[config.mk]
export PLATFORM = sky130hd
export DESIGN_NAME = ahb_arbiter_core
export DESIGN_NICKNAME = d
export VERILOG_FILES = /design/src/rtl/ahb_arbiter_core.sv
export SDC_FILE = /design/constraint.sdc
export NUM_CORES = 1
export LEC_CHECK = 0
export ABC_AREA = 1
export ABC_CLOCK_PERIOD_IN_PS = 6400
export CAP_MARGIN = 20
export CORE_ASPECT_RATIO = 1.5
export CORE_MARGIN = 1
export CORE_UTILIZATION = 54
export CTS_CLUSTER_DIAMETER = 80
export DETAILED_ROUTE_END_ITERATION = 6
export PLACE_DENSITY = 0.84
export SYNTH_ARGS = -nofsm -noshare
export SYNTH_HDL_FRONTEND = slang
export SYNTH_SLANG_ARGS = --single-unit
[constraint.sdc]
create_clock -name hclk -period 6.4 [get_ports hclk]
set_input_delay 0.96 -clock hclk [delete_from_list [all_inputs] [get_ports hclk]]
set_output_delay 0.96 -clock hclk [all_outputs]
set_load 0.005 [all_outputs]
[src/rtl/ahb_arbiter_core.sv]
// ahb_arbiter_core: round-robin AHB bus arbiter with default master, fixed-burst and locked-sequence holding.
// Optional SPLIT masking (hsplit port, per-master mask) is compiled in when AHB_SPLIT_EN is defined.
module ahb_arbiter_core #(
    parameter int NUM_MASTERS    = 4,
    parameter int DEFAULT_MASTER = 0
) (
    input  logic                   hclk,
    input  logic                   hreset,
    input  logic [NUM_MASTERS-1:0] hbusreq,
    input  logic [NUM_MASTERS-1:0] hlock,
    input  logic [1:0]             htrans,
    input  logic [2:0]             hburst,
    input  logic                   hready,
    input  logic [1:0]             hresp,
`ifdef AHB_SPLIT_EN
    input  logic [NUM_MASTERS-1:0] hsplit,
`endif
    output logic [NUM_MASTERS-1:0] hgrant,
    output logic [3:0]             hmaster,
    output logic                   hmastlock
);

    localparam logic [1:0]             HTRANS_IDLE   = 2'd0;
    localparam logic [1:0]             HTRANS_NONSEQ = 2'd2;
    localparam logic [1:0]             HTRANS_SEQ    = 2'd3;
    localparam logic [1:0]             HRESP_OKAY    = 2'd0;
`ifdef AHB_SPLIT_EN
    localparam logic [1:0]             HRESP_SPLIT   = 2'd3;
`endif
    localparam logic [3:0]             DEFAULT_IDX   = 4'(DEFAULT_MASTER);
    localparam logic [15:0]            DEFAULT_OH16  = 16'd1 << DEFAULT_MASTER;
    localparam logic [NUM_MASTERS-1:0] DEFAULT_GRANT = DEFAULT_OH16[NUM_MASTERS-1:0];

    typedef enum logic [1:0] {
        ST_ARB,
        ST_BURST,
        ST_LOCKED
    } state_t;

    state_t                 state_q, state_d;
    logic [3:0]             beat_cnt_q, beat_cnt_d;
    logic [NUM_MASTERS-1:0] hgrant_q, hgrant_d;
    logic [3:0]             hmaster_q, hmaster_d;
    logic                   hmastlock_q, hmastlock_d;
`ifdef AHB_SPLIT_EN
    logic [NUM_MASTERS-1:0] split_mask_q, split_mask_d;
    logic [15:0]            mask16;
`endif

    logic [15:0] elig16, lock16, win_oh16;
    logic [3:0]  winner_idx, grant_idx, burst_len_m1;
    logic [4:0]  cand;
    logic        found, burst_start, rearb;

    // Vectors are widened to 16 bits so the 4-bit indices select without range issues.
    always_comb begin
`ifdef AHB_SPLIT_EN
        elig16 = 16'(hbusreq & ~split_mask_q);
`else
        elig16 = 16'(hbusreq);
`endif
        lock16     = 16'(hlock);
        winner_idx = DEFAULT_IDX;
        found      = 1'b0;
        cand       = 5'd0;
        for (int k = 1; k <= NUM_MASTERS; k++) begin
            cand = {1'b0, hmaster_q} + 5'(k);
            if (cand >= 5'(NUM_MASTERS)) begin
                cand = cand - 5'(NUM_MASTERS);
            end
            if (!found && elig16[cand[3:0]]) begin
                found      = 1'b1;
                winner_idx = cand[3:0];
            end
        end
        win_oh16  = 16'd1 << winner_idx;
        grant_idx = 4'd0;
        for (int i = 0; i < NUM_MASTERS; i++) begin
            if (hgrant_q[i]) begin
                grant_idx = 4'(i);
            end
        end
    end

    always_comb begin
        case (hburst)
            3'd2, 3'd3: burst_len_m1 = 4'd3;
            3'd4, 3'd5: burst_len_m1 = 4'd7;
            3'd6, 3'd7: burst_len_m1 = 4'd15;
            default:    burst_len_m1 = 4'd0;
        endcase
        burst_start = (htrans == HTRANS_NONSEQ) && (burst_len_m1 != 4'd0);
    end

    always_comb begin
        state_d     = state_q;
        beat_cnt_d  = beat_cnt_q;
        hgrant_d    = hgrant_q;
        hmaster_d   = hmaster_q;
        hmastlock_d = hmastlock_q;
        rearb       = 1'b0;
`ifdef AHB_SPLIT_EN
        mask16      = 16'(split_mask_q);
`endif
        if (hready) begin
            hmaster_d   = grant_idx;
            hmastlock_d = lock16[grant_idx];
            // Beats are tracked in every state so a locked burst still counts down harmlessly.
            if (burst_start) begin
                beat_cnt_d = burst_len_m1;
            end else if (htrans == HTRANS_SEQ && beat_cnt_q != 4'd0) begin
                beat_cnt_d = beat_cnt_q - 4'd1;
            end
            case (state_q)
                ST_ARB:    rearb = 1'b1;
                ST_BURST:  rearb = (htrans == HTRANS_SEQ) && (beat_cnt_q == 4'd1);
                ST_LOCKED: rearb = !lock16[grant_idx] &&
                                   (htrans == HTRANS_IDLE || htrans == HTRANS_NONSEQ);
                default:   rearb = 1'b1;
            endcase
            if (rearb) begin
                if (lock16[winner_idx]) begin
                    hgrant_d = win_oh16[NUM_MASTERS-1:0];
                    state_d  = ST_LOCKED;
                end else if (state_q == ST_ARB && burst_start) begin
                    state_d  = ST_BURST;
                end else begin
                    hgrant_d = win_oh16[NUM_MASTERS-1:0];
                    state_d  = ST_ARB;
                end
            end
        end else if (hresp != HRESP_OKAY) begin
            // First cycle of a two-cycle response: abandon any fixed burst.
            beat_cnt_d = 4'd0;
            if (state_q == ST_BURST) begin
                state_d = ST_ARB;
            end
`ifdef AHB_SPLIT_EN
            if (hresp == HRESP_SPLIT) begin
                mask16[hmaster_q] = 1'b1;
                if (state_q == ST_LOCKED) begin
                    state_d = ST_ARB;
                end
            end
`endif
        end
`ifdef AHB_SPLIT_EN
        split_mask_d = mask16[NUM_MASTERS-1:0] & ~hsplit;
`endif
    end

    always_ff @(posedge hclk or posedge hreset) begin
        if (hreset) begin
            state_q      <= ST_ARB;
            beat_cnt_q   <= 4'd0;
            hgrant_q     <= DEFAULT_GRANT;
            hmaster_q    <= DEFAULT_IDX;
            hmastlock_q  <= 1'b0;
`ifdef AHB_SPLIT_EN
            split_mask_q <= '0;
`endif
        end else begin
            state_q      <= state_d;
            beat_cnt_q   <= beat_cnt_d;
            hgrant_q     <= hgrant_d;
            hmaster_q    <= hmaster_d;
            hmastlock_q  <= hmastlock_d;
`ifdef AHB_SPLIT_EN
            split_mask_q <= split_mask_d;
`endif
        end
    end

    assign hgrant    = hgrant_q;
    assign hmaster   = hmaster_q;
    assign hmastlock = hmastlock_q;

endmodule

==> flow_metrics.py <==
metrics = {
    "status": {
        "outcome": "complete, no violations",
    },
    "logic_synthesis": {
        "synth_adder_area_share_pct": 11.0,
        "synth_mux_area_share_pct": 0,
        "yosys.cell_types.count": 28,
        "synth.top_cell.area_share_pct": 24.0,
        "ys.flop_type": "dfrtp_1",
        "yosys.area_share.simple_pct": 43.7,
        "yosys_warnings": 0,
        "synthTopCellsByArea": "dfrtp_1 (24%), nand2_1 (12%), ha_1 (11%)",
        "yosysTopAreaCell": "dfrtp_1",
        "syn_area_um2": 1250,
        "synthCells": 173,
        "synth_enable_flop_cells": 0,
        "synthArstFlopShare_pct": 100,
        "ys_seq_elements": 13,
        "synth_compound_area_share_pct": 8.18,
        "synth_top_family_by_area": "simple AND/OR/NAND/NOR gates",
        "ys_seq_area_share_pct": 26.0,
        "synthXorXnorAreaFrac_pct": 0.699,
        "synth.avg_cell_area_um2": 7.25,
    },
    "clock_network": {
        "cts_buffer_depth": 2,
        "cts_setup_buffers": 0,
        "cts_root_buf": "clkbuf_4",
        "cts_tree": "done",
        "cts_sinks": 13,
        "clkLatencyLatePin_ps": 290,
        "htreeDepth": 1,
        "cts_buffers": 3,
        "path_clk_slew_ps": 80,
        "hold_buffers": 0,
        "post_cts_resized": 0,
    },
    "worst_setup_path": {
        "worstPathBufferInverterCount": 2,
        "ff2ff_path_depth": 16,
        "crit_path_top_delay_cell": "clkdlybuf4s50_1",
        "r2r_end": "hgrant[3]",
        "r2r-start": "hmaster[0]",
        "slowest_delay_ps": 510,
        "crit_required_ps": 6590,
        "crit_arrival_ps": 2890,
        "critPathLaunchType": "input pin",
        "critical_path_class": "input pin to flip-flop",
        "cp_max_fo": 6,
        "crit_chain": "clkdlybuf4s50_1, nor2_1, nor3_1, inv_1, a31oi_1, nand2_1, o32ai_1",
        "endpoint_kind": "flip-flop",
        "crit_family": "buffers and inverters",
        "setup.worst_path.start": "hburst[2]",
        "rrSetupSlack_ps": 3930,
    },
    "global_routing": {
        "antenna_found_initial": 0,
        "gr-total-overflow": 0,
        "grt_pass1_wl_um": 4230,
        "grt_pass1_vias": 1147,
        "grt_max_degree": 14,
        "grt_usage_pct": 24.2,
    },
    "sta": {
        "fin_crit_ps": 2700,
        "fmax_ghz": 0.371,
        "min_period_over_period_pct": 42.1,
        "finalClockSkew_ps": 4.36,
        "hold_ws_ps": 462,
        "rsz0062_at_grt": "no",
        "report.final.slew_viol_count": 0,
        "setup_violations": 0,
        "setup_slack_ps": 3700,
        "final-hold-violation-count": 0,
        "fin_setup_tns_ps": 0,
    },
    "drt": {
        "wl_per_cell_um": 11.9,
        "route.detailed.drc": 0,
        "num_vias": 1190,
        "first_pass_iters": 4,
        "drtAntennaViolNets": 0,
        "wl_um": 2620,
        "dr.first_iter.drc_count": 34,
        "viasPerCell": 5.38,
    },
    "cells_and_area": {
        "multiInputGateArea_um2": 805,
        "area_growth_syn_to_layout_pct": 21.6,
        "seqCellArea_um2": 327,
        "layout-drive-gt1-share_pct": 15.7,
        "diodes": 0,
        "fin_area_um2": 1520,
        "layout_common_cells": "nand2_1 (41), inv_1 (24), clkdlybuf4s50_1 (23)",
        "fin_nets": 228,
        "final_common_cell": "nand2_1",
        "fill_cells": 193,
    },
    "run": {
        "drv_cap": 0,
    },
    "die": {
        "die_w_um": 41.3,
        "ioPinCount": 27,
        "start_util_pct": 56.8,
        "die_y_um": 61.0,
        "die-area_um2": 2520,
        "core-area_um2": 2210,
        "fp-row-count": 21,
    },
    "power": {
        "leakage_nw": 0.769,
        "power.total_mw": 0.804,
        "powerDensity_nw_per_um2": 527,
        "vdd_drop_max_mv": 0.282,
    },
    "worst_hold_path": {
        "holdPathStages": 2,
        "hp-class": "flip-flop to flip-flop",
        "worstHoldStart": "hgrant[0]",
        "worstHoldEndpoint": "hgrant[0]",
    },
    "placed_design": {
        "placed_cell_area_um2": 1500,
        "place_congestion": 0.741,
        "hpwl_um": 2160,
        "portBuffers": 23,
        "post-place-ws_ps": 3430,
    },
}
[tightest hold or removal path: stages (launching register included)]
cell,delay [ps]
dfstp_2,370
nand2_1,50
nand2_1,40
[synth_stat cells (2+ instances only)]
master / number
nand2_1: 41
inv_1: 24
nand3_1: 16
nor2_1: 13
dfrtp_1: 12
ha_1: 11
nand2_2: 6
nand2_4: 6
nand3_2: 5
o21ai_0: 5
nor3_1: 4
o22ai_1: 4
a21oi_1: 3
inv_2: 3
nand3_4: 3
nand4_1: 3
a31o_2: 2
buf_4: 2
[layer usage]
metal	routed length [µm]	track usage (%)	part of all wire (%)	vias up
li1	-	-	-	607
met1	1010	22.9	38	551
met2	1490	47.5	57	25
met3	58	1.08	2.2	7
met4	69	12.4	2.6	0
met5	0	0	0	-
[worst max-delay path by stage]
stage | end | slack [ps] | depth (start not counted)
6_report | beat_cnt_q[3] | 3700 | 7
5_1_grt | beat_cnt_q[3] | 3520 | 7
4_1_cts | beat_cnt_q[3] | 3700 | 7
3_5_place_dp | beat_cnt_q[3] | 3430 | 7
3_3_place_gp | beat_cnt_q[3] | 3540 | 7
2_1_floorplan | hgrant[2] | 4220 | 16
[per-stage QoR]
step | util [%] | cells
after floorplan | - | 174
after global placement | 67.9 | 217
after detailed placement | 67.9 | 217
after CTS | 69.0 | 221
after global routing | 69.0 | 221
final | 69.0 | 221
[layout make-up]
type                            count  share of cell area, %
Multi-Input combinational cell    130                   52.8
Sequential cell                    13                   21.4
Inverter                           28                   7.06
Tap cell                           23                   1.89
Timing Repair Buffer               23                   15.1
Clock buffer                        4                   1.72
[where the power goes]
part           leakage [nW]  switching (mW)  total [mW]  internal [mW]
Clock                0.0150          0.0284      0.0527         0.0243
Combinational         0.591           0.372       0.603          0.231
Sequential            0.163          0.0323       0.148          0.116
[flip-flops by register name, summed over array words and instances (netlist names)]
register	flops
beat_cnt_q	4
hmaster	2
hgrant	4
hmastlock	1
state_q	2
[kinds of logic (layout without fill, tap and decap cells)]
family / Yosys count / after routing
AO/OA/AOI/OAI: 17 / 17
XOR/XNOR: 1 / 1
adder cells (fa/ha/maj): 11 / 11
buffers and inverters: 31 / 55
flip-flops: 13 / 13
other: 1 / 2
AND/OR/NAND/NOR: 99 / 99
No activity file was read; power rests on OpenSTA's default activity.
==> RTL change 1 (config.mk and constraints unchanged) <==
Reset style: synchronous (`hreset`), changed in one clocked block.
--- a/src/rtl/ahb_arbiter_core.sv
+++ b/src/rtl/ahb_arbiter_core.sv
@@ -149,7 +149,7 @@
 `endif
     end
 
-    always_ff @(posedge hclk or posedge hreset) begin
+    always_ff @(posedge hclk) begin
         if (hreset) begin
             state_q      <= ST_ARB;
             beat_cnt_q   <= 4'd0;
Check against the original RTL: differs if hreset is asserted again (counterexample within 4 cycles, from zero or initial values and one cycle with hreset high); with hreset held inactive, the same outputs for 10 cycles.
==> RTL change 1 against the unedited design <==
- fmax increased by 3.2%
- critical endpoint is now state_q[1]
- non-clock buffer count unchanged
- synthesized area fell by 2.1%
- global-route usage rose by 0.69 points
- utilization rose by 2.8 points
- critical path type unchanged
- die area shrank 2.0%
- routed wire length is 3.8% higher
- sequential cell count stayed put
- register-to-register slack got worse by 0.10 ns
- final area down 2.1%
- worst setup slack better by 0.083 ns
Power is not compared: it rests on default switching activity, and its combinational part moved more than twofold at a synthesized area within 25%.
==> RTL change 1: results (changes against the unedited design) <==
stage,metric,value,unit,change
outcome,status,completed,,unchanged
grt,met1_usage,22.43,%,was 22.86%
critical_path,cpPeakStageDelay,0.69,ns,was 0.51 ns
clock_tree,postCtsSetupRepairBufs,0,,unchanged
grt,grt_pass1_wl,4381,um,was 4229 um
layout,final_core_util,71.81,%,was 69.05%
place,gp_congestion,0.8478,,was 0.7411
grt,met3_usage,2.198,%,was 1.083%
clock_tree,cts_resized,0,,unchanged
grt,grt_use_met2,51.12,%,was 47.54%
drt,wl_per_cell,11.84,um,was 11.87 um
logic_synthesis,synth_compound_area_share,14.27,%,was 8.184%
place,dpl_cell_area,1465,um2,was 1498 um2
pwr,p_clk_share,12.3,%,
layout,drive_gt1_share,14.90,%,was 15.66%
layout,fillers,186,,was 193
logic_synthesis,synth.avg_cell_area,6.671,um2,was 7.247 um2
place,dp.cells,226,,was 217
drt,wl_met1,1022,um,was 1008 um
drt,dr_wl_met2,1611,um,was 1487 um
clock_tree,clk_latency,0.27,ns,was 0.29 ns
logic_synthesis,synth_xor_area_share,0,%,was 0.6986%
logic_synthesis,yosysUniqueCellTypes,26,,was 28
grt,grt_max_degree,13,,was 14
grt,grt_pass1_vias,1176,,"was 1,147"
grt,grt_usage,24.86,%,was 24.17%
drt,first_iter_violations,22,,was 34
logic_synthesis,async_flop_share,0,%,was 100.0%
place,dpl_worst_slack,3.525,ns,was 3.425 ns
place,hpwlAfterDp,2255,um,was 2159 um
logic_synthesis,synth_fa_ha_area_share,11.21,%,was 10.98%
drt,routed_wl,2724,um,was 2624 um
layout,nNetsFinal,238,,was 228
logic_synthesis,synthTopCellsByArea,"dfxtp_1 (21%), ha_1 (11%), nand2_1 (9.5%), inv_1 (8.0%), nand3_1 (7.7%)",,"was dfrtp_1 (24%), nand2_1 (12%), ha_1 (11%), inv_1 (7.2%), nand3_1 (6.4%)"
sta,finClkSkew,0.009898,ns,was 0.004359 ns
drt,vias_per_cell,5.491,,was 5.385
clock_tree,cts_inserted_buffers,3,,unchanged
critical_path,critPathMaxFanout,12,,was 6
logic_synthesis,synth.yosys.seq_area_share,21.20,%,was 26.05%
logic_synthesis,synth_commonest_cells,"nand2_1 (31), inv_1 (26), nand3_1 (19), a21oi_1 (15), o21ai_0 (14)",,"was nand2_1 (41), inv_1 (24), nand3_1 (16), nor2_1 (13), dfrtp_1 (12)"
drt,routed-wl-met3,57,um,was 58 um
[RTL change 1: cell types whose count changed in the layout (fill, tap and decap cells not counted), sizes merged, moves of 9 or more]
cell,delta
dfrtp,-12
nand2,-10
dfxtp,+13
o21ai,+9
a21oi,+12
[RTL change 1: path summary, 6_finish.rpt]
| path | from | endpoint | depth (start not counted) | slack, ns |
|---|---|---|---|---|
| worst min register to register | hgrant[0] | hgrant[0] | 2 | 0.47 |
| worst max-delay path | hready | state_q[1] | 8 | 3.79 |
| worst max register to register | hmaster[0] | hgrant[0] | 16 | 3.83 |
| worst min-delay path | hgrant[0] | hgrant[0] | 2 | 0.47 |
[RTL change 1: worst reg2reg max path: cells and delay by family (launching register included)]
family        cells  cell delay, ns
fa+ha+maj         1            0.39
flops             1            0.58
simple gates     13            1.16
buf+inv           2            0.32
[RTL change 1: cell type report]
class	instances	area share (%)
inverters	30	7.550
multi-input cells	138	55.96
flip-flops and latches	13	17.45
well taps	22	1.846
repair buffers	23	15.44
clock buffers	4	1.762
==> RTL change 2 (same flow settings) <==
Without the edit above. The parameter `NUM_MASTERS` goes from 4 to 5.
--- a/src/rtl/ahb_arbiter_core.sv
+++ b/src/rtl/ahb_arbiter_core.sv
@@ -1,7 +1,7 @@
 // ahb_arbiter_core: round-robin AHB bus arbiter with default master, fixed-burst and locked-sequence holding.
 // Optional SPLIT masking (hsplit port, per-master mask) is compiled in when AHB_SPLIT_EN is defined.
 module ahb_arbiter_core #(
-    parameter int NUM_MASTERS    = 4,
+    parameter int NUM_MASTERS    = 5,
     parameter int DEFAULT_MASTER = 0
 ) (
     input  logic                   hclk,
Interface: changed (resized hbusreq, hgrant and hlock); port bits go from 27 to 30. No check against the original RTL was run, so the function may have changed too.
==> RTL change 2 against the unedited design <==
- via count up 84%
- worst setup slack got worse by 1.2 ns
- routed wire length up 95%
- synthesized area rose by 74%
- first-iteration DRC count grew 18%
- synthesized cell count grew 94%
- sequential cell count up 2
- final area is 65% higher
- non-clock buffer count up 4
- largest cell class unchanged
Power is not shown: default switching activity piles up to over one toggle a cycle in this logic, so the estimate is an artifact.
==> RTL change 2: results (changes against the unedited design) <==
stage,metric,value,unit,change
outcome,status,completed,,unchanged
place,io_buffers,27,,was 23
logic_synthesis,yosysUniqueCellTypes,43,,was 28
grt,grt_usage,25.56,%,was 24.17%
place,hpwlAfterDp,4124,um,was 2159 um
clock_tree,cts-htree-levels,1,,unchanged
grt,grt_pass1_vias,2034,,"was 1,147"
critical_path,r2r-end,hgrant[2],,was hgrant[3]
critical_path,critPathMaxFanout,15,,was 6
grt,antenna_found_initial,0,,unchanged
clock_tree,clk_latency,0.25,ns,was 0.29 ns
clock_tree,clock_path_buffers,2,,unchanged
clock_tree,clockRootBuffer,clkbuf_8,,was clkbuf_4
layout,largest_reg_flops,5,,
clock_tree,postCtsSetupRepairBufs,0,,unchanged
layout,drive_gt1_share,15.51,%,was 15.66%
layout,diodes,0,,unchanged
drt,first_iter_violations,40,,was 34
place,gp_congestion,0.8950,,was 0.7411
clock_tree,cts_inserted_buffers,3,,unchanged
critical_path,rr_startpoint,hmaster[0],,unchanged
layout,fillers,360,,was 193
logic_synthesis,synth_commonest_cells,"nand2_1 (78), inv_1 (48), nand3_1 (37), o21ai_0 (21), nor2_1 (19)",,"was nand2_1 (41), inv_1 (24), nand3_1 (16), nor2_1 (13), dfrtp_1 (12)"
logic_synthesis,async_flop_share,100.0,%,unchanged
critical_path,worst-r2r-cell-count,21,,was 16
critical_path,worst-r2r-setup-slack,2.54,ns,was 3.93 ns
hold_path,hold_class,flip-flop to flip-flop,,unchanged
layout,nNetsFinal,399,,was 228
logic_synthesis,synth.yosys.seq_area_share,17.24,%,was 26.05%
grt,grt_pass1_wl,8197,um,was 4229 um
drt,wl_per_cell,12.58,um,was 11.87 um
logic_synthesis,synthTopCellsByArea,"dfrtp_1 (16%), nand2_1 (13%), ha_1 (9.7%), nand3_1 (8.5%), inv_1 (8.2%)",,"was dfrtp_1 (24%), nand2_1 (12%), ha_1 (11%), inv_1 (7.2%), nand3_1 (6.4%)"
critical_path,cp_data_arrival_time,4.01,ns,was 2.89 ns
drt,vias,2188,,"was 1,190"
logic_synthesis,yosys.area.top_type_share,16.04,%,was 23.95%
sta,finClkSkew,0.002944,ns,was 0.004359 ns
logic_synthesis,yosysWarnings,0,,unchanged
grt,grt_max_degree,16,,was 14
clock_tree,clkTransAtPathRegs,0.06,ns,was 0.08 ns
[RTL change 2: per-layer routing]
metal / vias up / wire length, um / global-route usage [%]
li1: 1138 / - / -
met1: 1003 / 2102 / 25.58
met2: 36 / 2775 / 49.75
met3: 11 / 89 / 1.905
met4: 0 / 141 / 11.05
met5: - / 0 / 0
[RTL change 2: how the worst max path moves through the flow]
stage               start         to
3_3_place_gp   hmaster[0]  hgrant[2]
6_report       hmaster[0]  hgrant[2]
5_1_grt        hmaster[0]  hgrant[4]
4_1_cts        hmaster[0]  hgrant[2]
2_1_floorplan  hmaster[1]  hgrant[4]
3_5_place_dp   hmaster[0]  hgrant[3]
[RTL change 2: cells by family (layout without fill, tap and decap cells)]
kind of cell | after synthesis | count (layout) | share of synthesized area, %
and+or+nand+nor | 187 | 187 | 44.73
buffers and inverters | 59 | 85 | 11.23
AOI/OAI and AO/OA | 50 | 50 | 14.09
adders and majority gates | 17 | 17 | 9.736
DFF | 15 | 15 | 17.24
xor gates and xnor gates | 5 | 5 | 2.349
other | 1 | 1 | 0.1717
muxes | 1 | 1 | 0.4582
[RTL change 2: worst max-delay path, stage by stage (launching register included)]
cell and delay [ns]:
dfrtp_1 0.72, inv_2 0.24, ha_1 0.45, nor2_2 0.18, inv_2 0.08, nand2_4 0.09, nand3_4 0.11, nand2_2 0.12
nand3_1 0.12, a21oi_4 0.23, nand2_1 0.12, nand3_1 0.11, o21ai_0 0.12, nor2_1 0.21, o211ai_2 0.18, o21bai_2 0.22
inv_1 0.07, nand2_2 0.08, nand3_4 0.11, nand2_4 0.08, nand2_1 0.08, nand2_1 0.04
[RTL change 2: cell type report]
class                           count  area share (%)
Multi-Input combinational cell    261           62.08
Clock buffer                        3           1.640
Sequential cell                    15           14.96
Clock inverter                      1          0.1988
Inverter                           54           8.151
Tap cell                           45           2.237
Timing Repair Buffer               27           10.74
[RTL change 2: stage by stage]
stage          cell area, um2  hold slack (ns)  cells  setup WS, ns
2_1_floorplan            2185           0.4511    335         3.422
3_3_place_gp             2471           0.4497    402         2.726
3_5_place_dp             2471           0.4562    402         2.657
4_1_cts                  2517           0.4663    406         2.634
5_1_grt                  2517           0.4714    406         2.282
6_report                 2517           0.4623    406         2.535
